<file path="src/rtl/ptf_mem_responder_pkg.sv">
// ---------------------------------------------------------------------------
// ptf_mem_responder_pkg
// Shared constants for the pixel-fetcher memory responder: coordinate and
// memory widths, the access FSM state encodings, and the helper that packs a
// frame bank and pixel coordinate into an external memory word address.
// ---------------------------------------------------------------------------
package ptf_mem_responder_pkg;

    localparam int LOG_WIDTH  = 10;
    localparam int LOG_HEIGHT = 9;
    localparam int LOG_MEM    = 36;
    localparam int LOG_ADDR   = 19;

    typedef logic [1:0] state_t;

    localparam state_t ST_IDLE = 2'd0;
    localparam state_t ST_ADDR = 2'd1;
    localparam state_t ST_WAIT = 2'd2;
    localparam state_t ST_DATA = 2'd3;

    // One memory word holds two horizontally adjacent pixels, so the word
    // address uses x without its lowest bit. The bank bit selects one of the
    // two frame buffers.
    function automatic logic [LOG_ADDR-1:0] make_addr(
        input logic                  sel,
        input logic [LOG_HEIGHT-1:0] y,
        input logic [LOG_WIDTH-2:0]  x_word
    );
        return {sel, y, x_word};
    endfunction

endpackage

</file>
<file path="src/rtl/ptf_mem_responder.sv">
// ---------------------------------------------------------------------------
// ptf_mem_responder
// Arbitrates a single external synchronous SRAM between the pixel fetcher
// (read/write, in frame bank 'bank') and the display (read only, in frame
// bank ~bank). Every access takes four cycles: IDLE -> ADDR -> WAIT -> DATA.
//
// Ports
//   clock, reset         : system clock, synchronous active-high reset
//   ptf_flag, ptf_wr     : fetcher request valid and write/read select
//   ptf_x, ptf_y         : fetcher pixel coordinate
//   ptf_pixel_write      : fetcher write word (two packed pixels)
//   done_ptf             : responder ready / previous fetcher access done
//   ptf_pixel_read       : last word read for the fetcher
//   bank                 : fetcher frame bank; display uses the other one
//   disp_req, disp_x/y   : display read request and coordinate
//   disp_pixel,disp_valid: display read word and its one-cycle strobe
//   mem_addr, mem_we_b   : SRAM address and active-low write enable
//   mem_data_out/_oe     : SRAM write data and its output enable; the
//                          tristate buffer itself lives at the chip top
//   mem_data_in          : SRAM read data
// ---------------------------------------------------------------------------
module ptf_mem_responder
    import ptf_mem_responder_pkg::*;
(
    input  logic                  clock,
    input  logic                  reset,
    input  logic                  ptf_flag,
    input  logic                  ptf_wr,
    input  logic [LOG_WIDTH-1:0]  ptf_x,
    input  logic [LOG_HEIGHT-1:0] ptf_y,
    input  logic [LOG_MEM-1:0]    ptf_pixel_write,
    output logic                  done_ptf,
    output logic [LOG_MEM-1:0]    ptf_pixel_read,
    input  logic                  bank,
    input  logic                  disp_req,
    input  logic [LOG_WIDTH-1:0]  disp_x,
    input  logic [LOG_HEIGHT-1:0] disp_y,
    output logic [LOG_MEM-1:0]    disp_pixel,
    output logic                  disp_valid,
    output logic [LOG_ADDR-1:0]   mem_addr,
    output logic                  mem_we_b,
    output logic [LOG_MEM-1:0]    mem_data_out,
    output logic                  mem_data_oe,
    input  logic [LOG_MEM-1:0]    mem_data_in
);

    state_t               state;
    logic                 acc_write;
    logic                 acc_disp;
    logic [LOG_MEM-1:0]   wr_word;
    logic                 accept_disp;
    logic                 accept_ptf;
    logic                 unused_x_lsb;

    // The x LSB selects a pixel inside the word, which the fetcher handles
    // itself; the responder only ever addresses whole words.
    assign unused_x_lsb = ptf_x[0] ^ disp_x[0];

    // Ready is combinational so the fetcher sees it drop in the same cycle a
    // display request shows up; the display always has priority in IDLE.
    assign done_ptf    = (state == ST_IDLE) && !disp_req && !reset;
    assign accept_disp = (state == ST_IDLE) && disp_req;
    assign accept_ptf  = ptf_flag && done_ptf;

    // Access sequencer. The write enable is a single-cycle pulse in ADDR,
    // the write data is driven during DATA, and read data is captured on the
    // edge that leaves DATA. mem_addr is held for the whole access so the
    // SRAM sees a stable address. The display strobe defaults low every
    // cycle so it can only ever be a one-cycle pulse.
    always_ff @(posedge clock) begin
        if (reset) begin
            state          <= ST_IDLE;
            mem_we_b       <= 1'b1;
            mem_data_oe    <= 1'b0;
            disp_valid     <= 1'b0;
            mem_addr       <= '0;
            mem_data_out   <= '0;
            ptf_pixel_read <= '0;
            disp_pixel     <= '0;
            acc_write      <= 1'b0;
            acc_disp       <= 1'b0;
            wr_word        <= '0;
        end else begin
            disp_valid <= 1'b0;
            mem_we_b   <= 1'b1;
            case (state)
                ST_IDLE: begin
                    if (accept_disp) begin
                        state     <= ST_ADDR;
                        mem_addr  <= make_addr(~bank, disp_y, disp_x[LOG_WIDTH-1:1]);
                        acc_write <= 1'b0;
                        acc_disp  <= 1'b1;
                    end else if (accept_ptf) begin
                        state     <= ST_ADDR;
                        mem_addr  <= make_addr(bank, ptf_y, ptf_x[LOG_WIDTH-1:1]);
                        mem_we_b  <= ~ptf_wr;
                        acc_write <= ptf_wr;
                        acc_disp  <= 1'b0;
                        wr_word   <= ptf_pixel_write;
                    end
                end
                ST_ADDR: begin
                    state <= ST_WAIT;
                end
                ST_WAIT: begin
                    state <= ST_DATA;
                    if (acc_write) begin
                        mem_data_out <= wr_word;
                        mem_data_oe  <= 1'b1;
                    end
                end
                ST_DATA: begin
                    state       <= ST_IDLE;
                    mem_data_oe <= 1'b0;
                    if (!acc_write) begin
                        if (acc_disp) begin
                            disp_pixel <= mem_data_in;
                            disp_valid <= 1'b1;
                        end else begin
                            ptf_pixel_read <= mem_data_in;
                        end
                    end
                end
                default: begin
                    state <= ST_IDLE;
                end
            endcase
        end
    end

endmodule

</file>
<file path="config.mk">
export PLATFORM = sky130hd
export DESIGN_NAME = ptf_mem_responder
export DESIGN_NICKNAME = d
export VERILOG_FILES = /design/src/rtl/ptf_mem_responder_pkg.sv /design/src/rtl/ptf_mem_responder.sv
export SDC_FILE = /design/constraint.sdc
export NUM_CORES = 1
export LEC_CHECK = 0
export ABC_CLOCK_PERIOD_IN_PS = 1600
export CORE_UTILIZATION = 43
export CTS_CLUSTER_DIAMETER = 100
export CTS_CLUSTER_SIZE = 30
export DETAILED_ROUTE_END_ITERATION = 10
export PLACE_DENSITY = 0.86
export SYNTH_ARGS = -nofsm -noshare
export SYNTH_HDL_FRONTEND = slang
export SYNTH_SLANG_ARGS = --single-unit
export TNS_END_PERCENT = 5
</file>
<file path="constraint.sdc">
create_clock -name clock -period 1.6 [get_ports clock]
set_input_delay 0.16 -clock clock [delete_from_list [all_inputs] [get_ports clock]]
set_output_delay 0.16 -clock clock [all_outputs]
set_load 0.03 [all_outputs]
</file>
## Yosys cells after proc, flatten, opt, wreduce, memory -nomap -nowiden

Index checks and enable logic that the tools add are counted.

| storage, ports and cells | value |
|---|---|
| output and inout bits | 131 |
| register bits | 170 |
| input bits | 116 |
| word-level logic and storage cells | 53 |

| operators by class | value |
|---|---|
| bitwise gates (word level) | 8 |
| reductions and logical operators | 17 |
| mux-type cells | 12 |
| equality and inequality tests | 5 |

Operators with widths:

| kind | number |
|---|---|
| $mux 19 | 2 |
| $reduce_and 3->1 | 3 |
| $not 1->1 | 8 |
| $pmux 2 s4 | 1 |
| $mux 1 | 6 |
| $reduce_and 2->1 | 3 |
| $eq 2x2->1 const B | 2 |
| $logic_and 1x1->1 | 4 |
| $mux 2 | 2 |
| $reduce_bool 2->1 | 2 |
| $reduce_or 4->1 | 1 |
| $ne 3x3->1 const B | 1 |
| $reduce_or 3->1 | 1 |
| $eq 2x1->1 const B | 1 |
| $logic_not 1->1 | 2 |
| $logic_not 2->1 | 1 |
| $ne 2x2->1 const B | 1 |
| $pmux 1 s2 | 1 |

## Longest topological paths before layout

Gate-level depths: netlist (run 1).

| depth | value |
|---|---|
| word-level depth | 7 |
| mapped depth | 8 |
| mapped depth without buffers | 5 |

## Worst setup path before layout (run 1)

No wires, ideal clock.

| path | value |
|---|---|
| path type | reg2out |
| start point | register state[0] |
| end point | output port done_ptf |
| arrival | 1.315 ns |
| path buffers | 2 |
| cell stages (with the launch flop) | 6 |
| data required time | 1.440 ns |
| slack | 0.125 ns |
| cell sequence | dfxtp_1 inv_1 ha_1 buf_2 clkbuf_1 and3_1 |

| between the ends | value |
|---|---|
| cells in the longest elaborated chain, start to end | 3 |

RTL lines:

| element | line | source |
|---|---|---|
| from (decl) | ptf_mem_responder.sv:47 | `state_t state;` |
| from (signal assigned) | ptf_mem_responder.sv:72 | `state <= ST_IDLE;` |
| from (signal assigned) | ptf_mem_responder.sv:89 | `state <= ST_ADDR;` |
| from (signal assigned) | ptf_mem_responder.sv:94 | `state <= ST_ADDR;` |
| $logic_not 2->1 | ptf_mem_responder.sv:61 | `assign done_ptf = (state == ST_IDLE) && !disp_req && !reset;` |
| $logic_and 1x1->1 (2 in series) | ptf_mem_responder.sv:61 |  |
| to (decl) | ptf_mem_responder.sv:32 | `output logic done_ptf,` |

No other way between the ends.

## Final worst setup path (run 1)

| path | value |
|---|---|
| start point | register state[1] |
| end point | output port done_ptf |

The elaborated chain is that of the path after synthesis.

==> impl_summary.txt, run 1 <==
----------------------------------------------------
[Status]
  Status ... completed

[Route]
  Routed WL ... 16,970 um
  Via density per instance ... 5.070
  Number of remaining DRC errors ... 0
  Starting DRC count in detailed routing ... 406
  First drt pass iteration count ... 5
  Detailed-route via count ... 6,018
  Wire length per cell ... 14.30 um
  Post-detailed-route count of antenna-violating nets ... 0

[Floorplan]
  FP Rows ... 43
  Initial core utilization ... 44.50%
  Full die area ... 14,960 um^2
  Placeable core area ... 13,990 um^2
  I/O Pins ... 247
  Y dimension of the die ... 122.3 um
  Chip Width ... 122.3 um

[Yosys]
  Multiplexer share of the synthesized area ... 0.3216%
  Yosys warnings ... 0
  Mean cell area of the mapped netlist ... 8.116 um^2
  Count of unique library cells instantiated by Yosys ... 33
  Fraction of post-synthesis cell area in the top cell type by area ... 54.67%
  Main combinational cell family by area after synthesis ... simple AND/OR/NAND/NOR gates
  Compound-gate portion of the synthesized area ... 16.82%
  Commonest register cell after synthesis ... sky130_fd_sc_hd__dfxtp_1
  Proportion of synthesized flip-flops having asynchronous set or reset ... 0%
  Number of flops mapped to enable cells by yosys ... 0
  Area fraction in and, or, nand and nor cells after synthesis ... 21.59%
  Post-synthesis net count ... 887
  Parity-gate share of the synthesized area counting xor and xnor cells ... 0%
  Register bit total from synthesis ... 170
  Cell taking the most area after synthesis ... sky130_fd_sc_hd__dfxtp_1
  Post-synthesis instance area ... 6225 um^2
  Fraction of the yosys area taken by sequential cells ... 54.67%
  Arithmetic-cell share of the synthesized area counting full adders, half adders and majority gates ... 0.8040%
  Instance count of the mapped netlist ... 767
  Largest cells by area after synthesis ... sky130_fd_sc_hd__dfxtp_1 (55%), sky130_fd_sc_hd__nand2_1 (18%), sky130_fd_sc_hd__a21oi_1 (8.8%), sky130_fd_sc_hd__a211oi_1 (2.3%), sky130_fd_sc_hd__o21ai_0 (2.1%)

[Power and ir drop]
  Power Dens Cells ... 1231 nW/um^2
  Power after layout ... 11.57 mW
  Comb pwr share ... 25.1%
  Relative contribution of the clock network to total power ... 32.6%
  Internal power ... 7.941 mW
  Worst IR Drop VDD ... 706.2 uV
  Flop pwr share ... 42.3%
  Switching power of the nets ... 3.626 mW
  Leakage power total ... 4.390 nW
  Switching part of the total power ... 31.35%

[Critical path]
  Worst stage delay on the critical path ... 320 ps
  Largest driver fanout on the critical path ... 7
  Arrival time at the worst endpoint ... 1420 ps
  Setup crit end kind ... output port
  Worst Reg-to-Reg Cells ... 6
  Slack of the worst reg-to-reg path ... 40 ps
  Ordered list of cells on the worst path ... inv_2, ha_4, buf_6, and3_4, buf_6
  Nature of the critical path startpoint ... flop
  CP max-delay cell ... sky130_fd_sc_hd__dfxtp_2
  CP most frequent cell ... sky130_fd_sc_hd__buf_6
  Required time at the endpoint of the critical path ... 1440 ps
  Critical path class ... reg2out

[CTS]
  CTS max path bufs ... 2
  Root Buffer ... sky130_fd_sc_hd__clkbuf_16
  Hold Buf Count CTS ... 0
  Clock tree from TritonCTS ... built
  H-Tree Level Count ... 4
  Clk Latency, worst-skew pair ... 420 ps
  Clock slew at reported path FFs ... 60 ps
  Num CTS Buffers ... 17
  Total number of clock tree sinks ... 170

[Hold path]
  Hold Path Stages ... 2
  Class of the worst hold path ... in2reg

[Global routing]
  Number of global-route vias before repair ... 5,354
  All-Layer GR Usage ... 22.35%
  Pin count of the biggest net entering global routing ... 124
  Remaining Overflow, GRT ... 0
  Global-route wire length before repair ... 26,080 um
  Antenna violations before repair ... 1

[Place]
  Final weighted congestion of routability-driven global placement ... 0.7859
  Post-DP HPWL ... 11,220 um
  Number of buffer cells added on primary ports ... 244
  Worst setup slack before clock tree synthesis ... -20.50 ps

[Final layout]
  Fraction of final layout cells with drive strength greater than 1 ... 6.852%
  NumNets Final ... 1,115
  Area growth from synthesis to final layout ... 50.99%
  Top library cells by usage in the layout, fill and taps aside ... sky130_fd_sc_hd__nand2_1 (291), sky130_fd_sc_hd__dfxtp_1 (168), sky130_fd_sc_hd__clkdlybuf4s50_1 (113)
  Final antenna diode count ... 0
  Most common cell after layout, fill and taps aside ... sky130_fd_sc_hd__nand2_1

[STA]
  Final number of setup-violating endpoints ... 0
  Least setup slack across all paths after layout ... 15.26 ps
  Post-route clock skew ... 10.06 ps
  Max-slew violation total from the final report ... 0
  Highest clock frequency the design can meet ... 0.6310 GHz
  Final Hold Fails ... 0
  Worst relative slew slack ... 58.90%
  Setup Total Neg Slack ... 0 ps
  Period Utilization, post-route ... 99.05%
  Setup repair after global routing missed its margin ... yes
  Slew @ Worst Pin ... 616.6 ps
  Post-layout minimum cycle time ... 1585 ps

[Job]
  Max-cap violation count ... 0

----------------------------------------------------
## worst max-delay path, delay by kind of cell, from the launching register on
kind	cells	cell delay (ps)
adders and majority gates	1	190
and+or+nand+nor	1	170
buffers and inverters	3	330
DFF	1	320
## metrics by stage
step	instance area, um^2	instances	util [%]	hold slack (ps)
final	9399	1187	67.19	35.52
after global routing	9399	1187	67.19	26.04
after CTS	9266	1186	66.24	15.34
after detailed placement	8811	1154	62.99	439.8
after global placement	8811	1154	62.99	435.7
after floorplan	6225	767	-	221.9
## routing by layer
layer	track usage (%)	part of all wire, %	routed length [um]
met1	26.66	42	7125
met2	36.48	46	7815
met3	8.225	9.7	1645
met4	8.460	2.2	366
met5	0	0.088	15
## kinds of logic (layout without fill, tap and decap cells)
logic type,after synthesis,count (layout)
AO/OA/AOI/OAI,187,187
AND/OR/NAND/NOR,340,340
multiplexers,2,2
adder cells (fa/ha/maj),4,4
flip-flops,170,170
buffers and inverters,64,304
## repair_timing
action / in CTS / in global routing
pin swaps: 0 / 1
resized for setup: 92 / 49
setup endpoints to repair: 88 / 79
buffers inserted: 1 / 1
## synthesized netlist by cell type (all sizes together) (2+ instances only)
cell     number
nor2         34
inv           5
nand2b        3
a211oi       19
o22ai         5
buf          39
nand2       291
dfxtp       170
mux2i         2
clkbuf       20
o2bb2ai      13
a21oi       110
ha            4
nor3b         3
o21ai        37
## final cells by class
class	count	area, um^2
multi-input combinational	533	2484
clock buffer	20	456.7
timing repair buffer	268	2721
fill	1133	4589
sequential	170	3406
tap	180	225.2
clock inverter	11	85.08
inverter	5	21.27
## sequential cells by signal, indices dropped and copies added (netlist names)
name            cells
acc_disp            1
acc_write           1
disp_pixel         36
disp_valid          1
mem_addr           19
mem_data_oe         1
mem_data_out       36
mem_we_b            1
ptf_pixel_read     36
state               2
wr_word            36
## path summary, 6_finish.rpt
| path | endpoint | startpoint |
|---|---|---|
| worst min-delay path | mem_data_out[7] | reset |
| worst max-delay path | done_ptf | state[1] |
| worst max register to register | ptf_pixel_read[5] | state[1] |
| worst min register to register | wr_word[11] | wr_word[11] |
## power groups by stage
stage                     registers (mW)  logic [mW]  clock network, mW
after CTS                           4.88        2.86               3.84
after global placement              4.96        2.87                  0
after global routing                4.93        3.13               4.05
after floorplan                     5.53        1.14                  0
final                               4.89        2.91               3.77
after detailed placement            4.99        2.92                  0
Note: power is estimated with default switching activity, not from simulation.
==> inputs of run 2 (changes only) <==
Settings changed: MAX_ROUTING_LAYER from default to met4.
==> impl_summary.txt, run 2 (synthesis results as in run 1) <==
----------------------------------------------------
[Status]
  Status ... completed

[Power and ir drop]
  Power Dens Cells ... 1231 nW/um^2 (about the same)
  Switching part of the total power ... 31.41% (+0.064 points)
  Internal power ... 7.940 mW (about the same)
  Relative contribution of the clock network to total power ... 32.6% (about the same)
  Switching power of the nets ... 3.636 mW (+0.29%)
  Flop pwr share ... 42.2% (about the same)
  Comb pwr share ... 25.1% (about the same)
  Power after layout ... 11.58 mW (about the same)
  Leakage power total ... 4.390 nW (about the same)
  Worst IR Drop VDD ... 707.4 uV (+0.18%)

[Global routing]
  Global-route wire length before repair ... 26,100 um (about the same)
  Antenna violations before repair ... 1 (unchanged)
  Layer with the highest usage after global routing ... met2
  Remaining Overflow, GRT ... 0 (unchanged)
  Met1 Resource Use GR ... 27.54% (+0.88 points)
  Pin count of the biggest net entering global routing ... 124 (unchanged)
  Met2 GRT Util ... 36.20% (-0.28 points)
  GR met3 Demand/Resource ... 7.342% (-0.88 points)
  All-Layer GR Usage ... 23.07% (+0.72 points)
  Number of global-route vias before repair ... 5,351 (-0.056%)

[CTS]
  Root Buffer ... sky130_fd_sc_hd__clkbuf_16
  Clock tree from TritonCTS ... built
  Clock slew at reported path FFs ... 60 ps (about the same)
  Hold Buf Count CTS ... 0 (unchanged)
  Clk Latency, worst-skew pair ... 420 ps (about the same)
  Num CTS Buffers ... 17 (unchanged)
  H-Tree Level Count ... 4 (unchanged)
  CTS max path bufs ... 2 (unchanged)
  Total number of clock tree sinks ... 170 (unchanged)

[Critical path]
  Required time at the endpoint of the critical path ... 1440 ps (about the same)
  Launching element of the worst setup path ... state[1]
  Arrival time at the worst endpoint ... 1420 ps (about the same)
  Top delay family on crit path ... buffers and inverters
  Total stage count of the critical path ... 5 (unchanged)
  Setup crit end kind ... output port
  Endpoint of the most critical setup path ... done_ptf
  Nature of the critical path startpoint ... flop
  Largest driver fanout on the critical path ... 7 (unchanged)
  CP most frequent cell ... sky130_fd_sc_hd__buf_6
  Reg2Reg Capture Point ... ptf_pixel_read[5]
  Worst Reg-to-Reg Cells ... 6 (unchanged)
  CP max-delay cell ... sky130_fd_sc_hd__dfxtp_2
  Startpoint of the worst register-to-register path ... state[1]
  Worst stage delay on the critical path ... 320 ps (about the same)
  Ordered list of cells on the worst path ... inv_2, ha_4, buf_6, and3_4, buf_6
  Critical path buffers and inverters ... 3 (unchanged)
  Critical path class ... reg2out
  Slack of the worst reg-to-reg path ... 40 ps (about the same)

[STA]
  Max-slew violation total from the final report ... 0 (unchanged)
  Highest clock frequency the design can meet ... 0.6324 GHz (+0.22%)
  Period Utilization, post-route ... 98.83% (-0.22 points)
  Final Hold Fails ... 0 (unchanged)
  Setup repair after global routing missed its margin ... yes
  Least setup slack across all paths after layout ... 18.76 ps (+3.500 ps)
  Slew @ Worst Pin ... 586.1 ps (-30.49 ps)
  Post-route clock skew ... 10.81 ps (+0.7521 ps)
  Worst relative slew slack ... 60.93% (+2.0 points)
  Final number of setup-violating endpoints ... 0 (unchanged)
  Post-layout minimum cycle time ... 1581 ps (-3.500 ps)

[Floorplan]
  Full die area ... 14,960 um^2 (unchanged)
  Initial core utilization ... 44.50% (unchanged)
  Placeable core area ... 13,990 um^2 (unchanged)
  Chip Width ... 122.3 um (unchanged)
  Y dimension of the die ... 122.3 um (unchanged)
  I/O Pins ... 247 (unchanged)
  FP Rows ... 43 (unchanged)

[Place]
  Final weighted congestion of routability-driven global placement ... 0.7969 (+1.4%)
  Number of buffer cells added on primary ports ... 244 (unchanged)
  Post-DP HPWL ... 11,220 um (unchanged)
  Placed standard-cell area ... 8811 um^2 (unchanged)
  Worst setup slack before clock tree synthesis ... -20.50 ps (unchanged)

[Route]
  Number of remaining DRC errors ... 0 (unchanged)
  Wire length per cell ... 14.40 um (+0.72%)
  Post-detailed-route count of antenna-violating nets ... 0 (unchanged)
  Detailed-route via count ... 6,000 (-0.30%)
  Starting DRC count in detailed routing ... 411 (+1.2%)
  First drt pass iteration count ... 4 (-1)
  Via density per instance ... 5.051 (-0.38%)
  Routed WL ... 17,110 um (+0.80%)

[Job]
  Max-cap violation count ... 0 (unchanged)

[Final layout]
  Most common cell after layout, fill and taps aside ... sky130_fd_sc_hd__nand2_1
  Top library cells by usage in the layout, fill and taps aside ... sky130_fd_sc_hd__nand2_1 (291), sky130_fd_sc_hd__dfxtp_1 (168), sky130_fd_sc_hd__clkdlybuf4s50_1 (113)
  Final std cell area, no fill ... 9402 um^2 (about the same)
  Fraction of final layout cells with drive strength greater than 1 ... 6.852% (unchanged)
  Area growth from synthesis to final layout ... 51.04% (about the same)
  NumNets Final ... 1,115 (unchanged)
  Total of fill cells in the finished design ... 1,134 (+0.088%)

[Hold path]
  Class of the worst hold path ... in2reg

----------------------------------------------------
==> run 2: changes by cell type in the layout (fill, tap and decap cells not counted), sizes merged <==
cell / change
diode: +1
==> run 2: power groups by stage <==
stage	combinational [mW]	clock, mW	sequential, mW
2_1_floorplan	1.14	0	5.53
3_3_place_gp	2.87	0	4.96
3_5_place_dp	2.92	0	4.99
4_1_cts	2.86	3.84	4.88
5_1_grt	3.13	4.06	4.93
6_report	2.91	3.78	4.89
==> run 2: worst min path at each step <==
stage,cells past startpoint,endpoint,slack (ps),from
2_1_floorplan,1,mem_we_b,220,ptf_wr
3_3_place_gp,2,wr_word[13],440,wr_word[13]
3_5_place_dp,2,wr_word[11],440,wr_word[11]
4_1_cts,2,mem_data_out[8],20,reset
5_1_grt,2,mem_data_out[11],30,reset
6_report,2,mem_data_out[7],40,reset
==> run 2: layout make-up <==
| type | instances | area [um^2] | share of cell area, % |
|---|---|---|---|
| Sequential cell | 170 | 3406 | 36.23 |
| Timing Repair Buffer | 268 | 2721 | 28.95 |
| Multi-Input combinational cell | 533 | 2484 | 26.42 |
| Clock buffer | 20 | 456.7 | 4.858 |
| Tap cell | 180 | 225.2 | 2.396 |
| Clock inverter | 11 | 85.08 | 0.9050 |
| Inverter | 5 | 21.27 | 0.2262 |
| Antenna cell | 1 | 2.502 | 0.02662 |
==> run 2: repair_timing <==
| item | 4_1_cts | 5_1_grt |
|---|---|---|
| resized for setup | 92 | 49 |
| pin swaps | 0 | 1 |
| setup buffers | 1 | 1 |
| endpoints found under the setup margin | 88 | 79 |
==> run 2: layer usage <==
metal | vias up | wire length [um]
li1 | 2976 | -
met1 | 2766 | 7314
met2 | 231 | 7995
met3 | 27 | 1507
met4 | 0 | 287
met5 | - | 0
==> run 2: stage by stage <==
stage                     util, %  std cells  TNS, ps  hold WS, ps
after floorplan                 -        767        0        221.9
after global placement      62.99       1154        0        435.7
after detailed placement    62.99       1154   -36.19        439.8
after CTS                   66.24       1186   -63.17        15.34
after global routing        67.21       1188   -88.72        25.68
final                       67.21       1188        0        35.74
==> run 2: worst reg2reg max path, cell delays in order, from the launching register on <==
cell and delay [ps]:
sky130_fd_sc_hd__dfxtp_2 330, sky130_fd_sc_hd__buf_4 120, sky130_fd_sc_hd__ha_2 210, sky130_fd_sc_hd__or3b_4 400
sky130_fd_sc_hd__buf_12 180, sky130_fd_sc_hd__nand2_1 110, sky130_fd_sc_hd__a21oi_1 80
==> inputs of run 3 (changes only) <==
Settings changed: CTS_CLUSTER_DIAMETER 100 to 40.
==> results of run 3 <==
No change in the layout: final DEF, timing and power equal those of run 2.
